[config.mk]
export PLATFORM = sky130hd
export DESIGN_NAME = gray_rptr_empty_flat
export DESIGN_NICKNAME = d
export VERILOG_FILES = /design/src/rtl/gray_fifo_pkg.sv /design/src/rtl/gray_rptr_empty_if.sv /design/src/rtl/gray_bus_sync.sv /design/src/rtl/gray_rptr_empty.sv /design/src/flat_wrapper.sv
export SDC_FILE = /design/constraint.sdc
export NUM_CORES = 1
export LEC_CHECK = 0
export ABC_AREA = 1
export CAP_MARGIN = 25
export CORE_MARGIN = 2
export CORE_UTILIZATION = 40
export CTS_BUF_LIST = sky130_fd_sc_hd__clkbuf_8
export DETAILED_ROUTE_END_ITERATION = 12
export PLACE_DENSITY_LB_ADDON = 0.15
export SETUP_SLACK_MARGIN = 0.4
export SLEW_MARGIN = 20
export SYNTH_ARGS = -nofsm -noshare
export SYNTH_HDL_FRONTEND = slang
export SYNTH_HIERARCHICAL = 1
export SYNTH_SLANG_ARGS = --single-unit
[constraint.sdc]
create_clock -name clk -period 2.78 [get_ports clk]
set_input_delay 0.417 -clock clk [delete_from_list [all_inputs] [get_ports clk]]
set_output_delay 0.417 -clock clk [all_outputs]
set_load 0.05 [all_outputs]
[src/rtl/gray_fifo_pkg.sv]
// Gray/binary conversion helpers shared by both sides of the gray-coded async FIFO.
// Functions work on a MAX_W-bit word; callers zero-extend and truncate to their width.
package gray_fifo_pkg;

    localparam int MAX_W = 32;

    typedef logic [MAX_W-1:0] word_t;

    function automatic word_t bin2gray(input word_t b);
        return b ^ (b >> 1);
    endfunction

    // Zero-extended upper bits decode to zero, so the narrow result is exact.
    function automatic word_t gray2bin(input word_t g);
        word_t b;
        b[MAX_W-1] = g[MAX_W-1];
        for (int i = MAX_W - 2; i >= 0; i--) begin
            b[i] = b[i+1] ^ g[i];
        end
        return b;
    endfunction

endpackage

[src/rtl/gray_rptr_empty_if.sv]
// Read-side bundle of the async FIFO: write pointer in, read pointer/flags out.
// GRAY_RPTR_UNDERFLOW_EN adds the sticky underflow flag.
interface gray_rptr_empty_if #(
    parameter int ADDR_W = 4
);

    logic [ADDR_W:0]   wptr_gray_i;
    logic              rd_en;
    logic [ADDR_W:0]   rptr_gray;
    logic [ADDR_W-1:0] raddr;
    logic              empty;
    logic [ADDR_W:0]   rd_count;
`ifdef GRAY_RPTR_UNDERFLOW_EN
    logic              underflow;

    modport master (
        output wptr_gray_i,
        output rd_en,
        input  rptr_gray,
        input  raddr,
        input  empty,
        input  rd_count,
        input  underflow
    );

    modport slave (
        input  wptr_gray_i,
        input  rd_en,
        output rptr_gray,
        output raddr,
        output empty,
        output rd_count,
        output underflow
    );
`else
    modport master (
        output wptr_gray_i,
        output rd_en,
        input  rptr_gray,
        input  raddr,
        input  empty,
        input  rd_count
    );

    modport slave (
        input  wptr_gray_i,
        input  rd_en,
        output rptr_gray,
        output raddr,
        output empty,
        output rd_count
    );
`endif

endinterface

[src/rtl/gray_bus_sync.sv]
// Plain multi-flop bus synchroniser for gray-coded pointers crossing clock domains.
// Legal STAGES: 2..4. No logic between stages.
module gray_bus_sync #(
    parameter int WIDTH  = 5,
    parameter int STAGES = 2
) (
    input  logic             clk,
    input  logic             srst_n,
    input  logic [WIDTH-1:0] d,
    output logic [WIDTH-1:0] q
);

    logic [WIDTH-1:0] r_sync [STAGES];

    always_ff @(posedge clk or negedge srst_n) begin
        if (!srst_n) begin
            for (int i = 0; i < STAGES; i++) begin
                r_sync[i] <= '0;
            end
        end else begin
            r_sync[0] <= d;
            for (int i = 1; i < STAGES; i++) begin
                r_sync[i] <= r_sync[i-1];
            end
        end
    end

    assign q = r_sync[STAGES-1];

endmodule

[src/rtl/gray_rptr_empty.sv]
// Read pointer, RAM read address, registered empty flag and occupancy of the async FIFO.
// Optional GRAY_RPTR_UNDERFLOW_EN: sticky flag for reads attempted while empty.
module gray_rptr_empty
    import gray_fifo_pkg::*;
#(
    parameter int ADDR_W      = 4,
    parameter int SYNC_STAGES = 2
) (
    input  logic             clk,
    input  logic             srst_n,
    gray_rptr_empty_if.slave bus
);

    localparam int PTR_W = ADDR_W + 1;

    logic [PTR_W-1:0] w_wsync_gray;
    logic [PTR_W-1:0] w_wsync_bin;
    logic [PTR_W-1:0] w_rbin_next;
    logic [PTR_W-1:0] w_rgray_next;
    logic             w_rd_fire;

    logic [PTR_W-1:0] r_rbin;
    logic [PTR_W-1:0] r_rgray;
    logic             r_empty;

    gray_bus_sync #(
        .WIDTH  (PTR_W),
        .STAGES (SYNC_STAGES)
    ) u_wsync (
        .clk    (clk),
        .srst_n (srst_n),
        .d      (bus.wptr_gray_i),
        .q      (w_wsync_gray)
    );

    assign w_wsync_bin  = PTR_W'(gray2bin(MAX_W'(w_wsync_gray)));
    assign w_rd_fire    = bus.rd_en & ~r_empty;
    assign w_rbin_next  = r_rbin + PTR_W'(w_rd_fire);
    assign w_rgray_next = PTR_W'(bin2gray(MAX_W'(w_rbin_next)));

    // Compare against the next pointer so empty never lags a read.
    always_ff @(posedge clk or negedge srst_n) begin
        if (!srst_n) begin
            r_rbin  <= '0;
            r_rgray <= '0;
            r_empty <= 1'b1;
        end else begin
            r_rbin  <= w_rbin_next;
            r_rgray <= w_rgray_next;
            r_empty <= (w_rgray_next == w_wsync_gray);
        end
    end

    assign bus.rptr_gray = r_rgray;
    assign bus.raddr     = r_rbin[ADDR_W-1:0];
    assign bus.empty     = r_empty;
    assign bus.rd_count  = w_wsync_bin - r_rbin;

`ifdef GRAY_RPTR_UNDERFLOW_EN
    logic r_underflow;

    always_ff @(posedge clk or negedge srst_n) begin
        if (!srst_n) begin
            r_underflow <= 1'b0;
        end else if (bus.rd_en && r_empty) begin
            r_underflow <= 1'b1;
        end
    end

    assign bus.underflow = r_underflow;
`endif

endmodule

[src/flat_wrapper.sv]
// flat-port wrapper written by rule: the top's interface ports become plain ports
module gray_rptr_empty_flat import gray_fifo_pkg::*;
#(
    parameter int ADDR_W      = 4,
    parameter int SYNC_STAGES = 2
)
  (clk, srst_n, bus_wptr_gray_i, bus_rd_en, bus_rptr_gray, bus_raddr, bus_empty, bus_rd_count);
  gray_rptr_empty_if #(.ADDR_W(ADDR_W)) bus_i ();
  input  logic clk;
  input  logic srst_n;
  input wire logic [$bits(bus_i.wptr_gray_i)-1:0] bus_wptr_gray_i;
  input wire logic [$bits(bus_i.rd_en)-1:0] bus_rd_en;
  output wire logic [$bits(bus_i.rptr_gray)-1:0] bus_rptr_gray;
  output wire logic [$bits(bus_i.raddr)-1:0] bus_raddr;
  output wire logic [$bits(bus_i.empty)-1:0] bus_empty;
  output wire logic [$bits(bus_i.rd_count)-1:0] bus_rd_count;
  assign bus_i.wptr_gray_i = bus_wptr_gray_i;
  assign bus_i.rd_en = bus_rd_en;
  assign bus_rptr_gray = bus_i.rptr_gray;
  assign bus_raddr = bus_i.raddr;
  assign bus_empty = bus_i.empty;
  assign bus_rd_count = bus_i.rd_count;
  gray_rptr_empty #(.ADDR_W(ADDR_W), .SYNC_STAGES(SYNC_STAGES)) u_core (.clk(clk), .srst_n(srst_n), .bus(bus_i));
endmodule
Word-level counts from Yosys, hierarchy flattened. Cells that the tools add are included.

Register bits after elaboration: 21. Bits in latches: 0. Memory bits (writable): 0. Memory bits (read-only): 0. Bits of input ports: 8. Output and inout port bits: 15. Logic and storage cells: 15. Memories kept: 0.

$add $sub $neg: 2. $mul: 0. Divide/modulo/power cells: 0. Order comparisons: 0. Eq/ne operators: 1. Shift-type cells: 0. Mux-type cells: 0. Bitwise gates (word level): 7. Reduce and logical (&&, ||, !) cells: 0.

Operators by type and width (count): 5-bit by 1-bit adder with 5-bit output (1); 5-bit equality test (1); 5-bit subtractor (1); 5-bit by 4-bit bitwise XOR with 5-bit output (1); 1-bit bitwise XOR (4); 1-bit bitwise AND (1); 1-bit NOT (1).

Longest topological paths before layout.
Depth after elaboration: 5. Gate-level depth with buffers: 14. Gate-level depth less buffers: 14.

Modules after synthesis. Netlist, hierarchy kept.

Modules (own cells, without submodules): gray_rptr_empty (times used 1, cells each 107, area an instance 779.5 sq um, seq. area each 251.5 sq um); gray_bus_sync (times used 1, cells each 15, area an instance 287.8 sq um, seq. area each 250.2 sq um).

Least setup slack after synthesis. OpenSTA, ideal clock, no wires.

Path kind: register to output. Start point: register u_core.u_wsync.r_sync, in the netlist u_core/u_wsync/q[4]. End point: output port bus_rd_count[4]. Data arrival time: 2714 ps. Required time: 2363 ps. Slack: -351 ps. Stages on the path, launching flop included: 12. Path buffers: 1. Path through: dfrtp_1 -> buf_4 -> xor2_2 -> or2b_1 -> nand3_1 -> nand2_2 -> nand2_2 -> nand2_2 -> ha_1 -> fa_1 -> o21ai_0 -> xor2_1.

Word-level cells in the longest chain between the ends: 5.

RTL lines: from (decl) (RTL line gray_bus_sync.sv:13) `logic [WIDTH-1:0] r_sync [STAGES];`; from (signal, indexed assignment) (RTL line gray_bus_sync.sv:23) `r_sync[i] <= r_sync[i-1];`; 1-bit bitwise XOR (4 in series) (RTL line gray_fifo_pkg.sv:18) `b[i] = b[i+1] ^ g[i];`; 5-bit subtractor * (RTL line gray_rptr_empty.sv:57) `assign bus.rd_count = w_wsync_bin - r_rbin;`; to (decl) (RTL line flat_wrapper.sv:16) `output wire logic [$bits(bus_i.rd_count)-1:0] bus_rd_count;`.

Mark *: on every way between the ends. The rest lies on a longest branch, timed or not.

Final worst setup path.
Start point: register u_core.u_wsync.r_sync, in the netlist u_core/u_wsync/q[3]. End point: output port bus_rd_count[4].

Word-level cells in the longest chain between the ends: 5.

RTL lines (RTL line): 1-bit bitwise XOR * (gray_fifo_pkg.sv:18); 1-bit bitwise XOR (3 in series) (gray_fifo_pkg.sv:18); 5-bit subtractor * (gray_rptr_empty.sv:57).

Marked as above.

==> results.txt <==
----------------------------------------------------
[Run status]
  Result of the run ... finished, violations left
  Violated checks ... negative setup slack

[Setup path]
  Peak fanout along the critical path ... 3
  Type of the setup path with the least slack ... flop to output port
  Cell chain of the critical path ... xor2_2 > or2b_1 > nand3_2 > nand2_2 > nand2_2 > nand2_2 > ha_4 > fa_2 > o21ai_4 > xor2_4 > buf_12
  Slowest cell on the critical path ... sky130_fd_sc_hd__dfrtp_1
  Category of the worst setup path capture point ... output port
  Setup slack of the most critical reg-to-reg path ... 860 ps
  Critical Path AT ... 2490 ps
  CP required ... 2360 ps
  Crit-path most repeated cell ... sky130_fd_sc_hd__nand2_2
  Stage delay of the slowest cell on the critical path ... 420 ps
  Kind of launch point of the worst setup path ... flop

[Cells and area]
  Number of nets in the final layout ... 163
  Antenna Cells ... 0
  Synthesis-to-layout area growth ... 40.7%
  Post-Layout Inst Area ... 1500 µm²
  Commonest cells after routing, fill and taps aside ... sky130_fd_sc_hd__nand2_1, sky130_fd_sc_hd__dfrtp_1, sky130_fd_sc_hd__clkdlybuf4s50_1, sky130_fd_sc_hd__inv_1, sky130_fd_sc_hd__nand2_2
  Fraction of layout instances using a drive strength above 1 ... 22.4%
  Filler cell count ... 210
  Leading cell type in the layout, fill and taps excluded ... sky130_fd_sc_hd__nand2_1

[Floorplan]
  Chip height ... 55.7 µm
  Floorplan core area ... 2500 µm²
  Horiz. Die Dim ... 55.7 µm
  Number of rows in the core area ... 18
  Top Ports ... 23
  Die area ... 3100 µm²
  Starting density of the core ... 42.7%

[Place]
  Final weighted congestion of routability-driven global placement ... 0.842
  # port buffers ... 22
  DP Wirelength ... 1480 µm
  Instance area at placement ... 1400 µm²

[GRT]
  Fraction of met3 tracks used by global routing ... 2.79%
  Maximum number of pins on one net before global-route repair ... 21
  Met2 GRT Util ... 20.6%
  Vias in the first global route ... 741
  Total global-route track usage ... 12.5%
  Global routing met1 resource utilization ... 15.8%
  GRT overflow ... 0
  Antenna violations before repair ... 0
  First-pass GRT wire length ... 3030 µm
  Global route hottest layer ... met2

[Synthesis]
  Simple-gate area share of the yosys netlist ... 25.4%
  Syn_nets ... 137
  Number of synthesized register bits ... 20
  Sequential-to-total area share from yosys stat ... 47.0%
  Mux share of post-synthesis cell area ... 0%
  Post-Synth Adder-Cell Area ... 8.91%
  Dominant combinational cell family by area after synthesis ... simple AND/OR/NAND/NOR gates
  Cells after synthesis ... 122
  Per-instance average area after synthesis ... 8.75 µm²
  Number of unique standard cell types used by synthesis ... 19
  Compound-Gate Fraction of Synth Area ... 1.88%
  Netlist Area Pre-Place ... 1070 µm²
  Post-synthesis xor/xnor area fraction ... 7.27%
  Number of warnings printed during yosys synthesis ... 6

[Clock network]
  Number of CTS-inserted buffers ... 3
  CTS max path bufs ... 2
  Depth of the CTS H-tree ... 1
  Hold Buf Count CTS ... 0
  Root buffer cell ... sky130_fd_sc_hd__clkbuf_8
  Clock latency on the worst-skew pair ... 260 ps
  TritonCTS clock tree ... yes
  Clock Sinks ... 20
  Clock transition at the register clock pins on the worst setup and hold paths after CTS ... 70 ps

[Timing]
  Max Clock Freq ... 344 MHz
  Count of final setup violators ... 4
  Final Worst Setup Slack ... -129 ps
  Max-slew headroom ... 43.6%
  Final Max Tran Viols ... 0
  Post-route fraction of the period consumed by the critical path ... 105%
  WHS ... 349 ps
  Clock Skews ... 5.98 ps
  RSZ-0062 raised after global routing ... true
  Period minus WS final ... 2910 ps
  Transition time at the pin with the least slew margin ... 844 ps
  Endpoints failing hold ... 0

[Route]
  Via-per-instance ratio ... 4.64
  Total wire length after detailed routing ... 1860 µm
  Vias after detailed routing ... 822
  Routed length per instance ... 10.5 µm
  Router iterations before antenna repair ... 4
  Iteration-0 DRC Markers ... 22
  Number of routed nets with antenna violations ... 0
  Drt drc ... 0

[Worst hold path]
  Kind of path behind the tightest hold check ... flop to flop

[Flow run]
  Max Cap Violations ... 0

----------------------------------------------------
==> through the flow <==
step	std cells	setup TNS [ps]	worst slack, ps	util [%]
6_report	177	-321	-129	60.1
5_1_grt	177	-752	-236	60.1
4_1_cts	175	-209	-146	59.4
3_5_place_dp	168	0	115	56.2
3_3_place_gp	168	0	151	56.2
2_1_floorplan	122	0	117	-
==> layout make-up <==
class                           count  area, µm²  area share (%)
Multi-Input combinational cell     81        537            35.8
Tap cell                           30       37.5            2.50
Inverter                           15       62.6            4.17
Sequential cell                    20        502            33.4
Clock buffer                        4       55.1            3.67
Timing Repair Buffer               27        308            20.5
==> flip-flops by register name (all words and copies together), names as in the netlist <==
name                   cells
u_core/bus.empty           1
u_core/u_wsync/r_sync      5
u_core/r_rbin              5
u_core/bus.rptr_gray       4
u_core/u_wsync/q           5
==> timing repair <==
item	4_1_cts	5_1_grt
setup endpoints to repair	5	5
endpoints found under the hold margin	0	0
buffers inserted	3	2
pin swaps	5	6
resized for setup	1	2
==> worst max-delay path, delay by kind of cell (launching register included) <==
kind	cells	cell delay [ps]
XOR/XNOR	2	380
adder cells (fa/ha/maj)	2	540
flip-flops	1	420
buffers and inverters	1	150
AND/OR/NAND/NOR	5	550
AO/OA/AOI/OAI	1	180
==> synth_stat cells <==
master | number | area, µm²
sky130_fd_sc_hd__inv_1 | 14 | 52.6
sky130_fd_sc_hd__inv_2 | 1 | 3.75
sky130_fd_sc_hd__ha_1 | 6 | 75.1
sky130_fd_sc_hd__nand2_1 | 41 | 154
sky130_fd_sc_hd__o21ai_0 | 2 | 10.0
sky130_fd_sc_hd__nand4_1 | 4 | 25.0
sky130_fd_sc_hd__nand3b_1 | 1 | 7.51
sky130_fd_sc_hd__nand2_2 | 5 | 31.3
sky130_fd_sc_hd__xor2_1 | 4 | 35.0
sky130_fd_sc_hd__or2b_1 | 1 | 7.51
sky130_fd_sc_hd__nand3_1 | 7 | 35.0
sky130_fd_sc_hd__xnor2_1 | 3 | 26.3
sky130_fd_sc_hd__fa_1 | 1 | 20.0
sky130_fd_sc_hd__buf_4 | 6 | 45.0
sky130_fd_sc_hd__nor2_1 | 3 | 11.3
sky130_fd_sc_hd__dfstp_2 | 1 | 26.3
sky130_fd_sc_hd__a21oi_1 | 2 | 10.0
sky130_fd_sc_hd__xor2_2 | 1 | 16.3
sky130_fd_sc_hd__dfrtp_1 | 19 | 475
==> logic make-up (layout without fill, tap and decap cells) <==
family | count (synthesis) | count (layout)
xor gates and xnor gates | 8 | 8
adders and majority gates | 7 | 7
DFF | 20 | 20
buffers and inverters | 21 | 46
and+or+nand+nor | 62 | 62
AOI/OAI and AO/OA | 4 | 4
==> final timing paths <==
check / start / endpoint / cells past startpoint
max in group asynchronous: srst_n / u_core/bus.rptr_gray[1] / 1
max reg2reg: u_core/bus.empty / u_core/bus.empty / 10
min in group asynchronous: srst_n / u_core/r_rbin[2] / 1
max: u_core/u_wsync/q[3] / bus_rd_count[4] / 11
min: u_core/u_wsync/r_sync[5] / u_core/u_wsync/q[0] / 0
min reg2reg: u_core/u_wsync/r_sync[5] / u_core/u_wsync/q[0] / 0
==> per-layer routing <==
layer / vias up / routed length, µm
met1: 376 / 842
met2: 22 / 886
met5: - / 0
li1: 420 / -
met4: 0 / 31
met3: 4 / 95
Power is left out: the tool's default activity adds up to more than one toggle a clock period on the data nets, which glitch-free logic cannot reach.
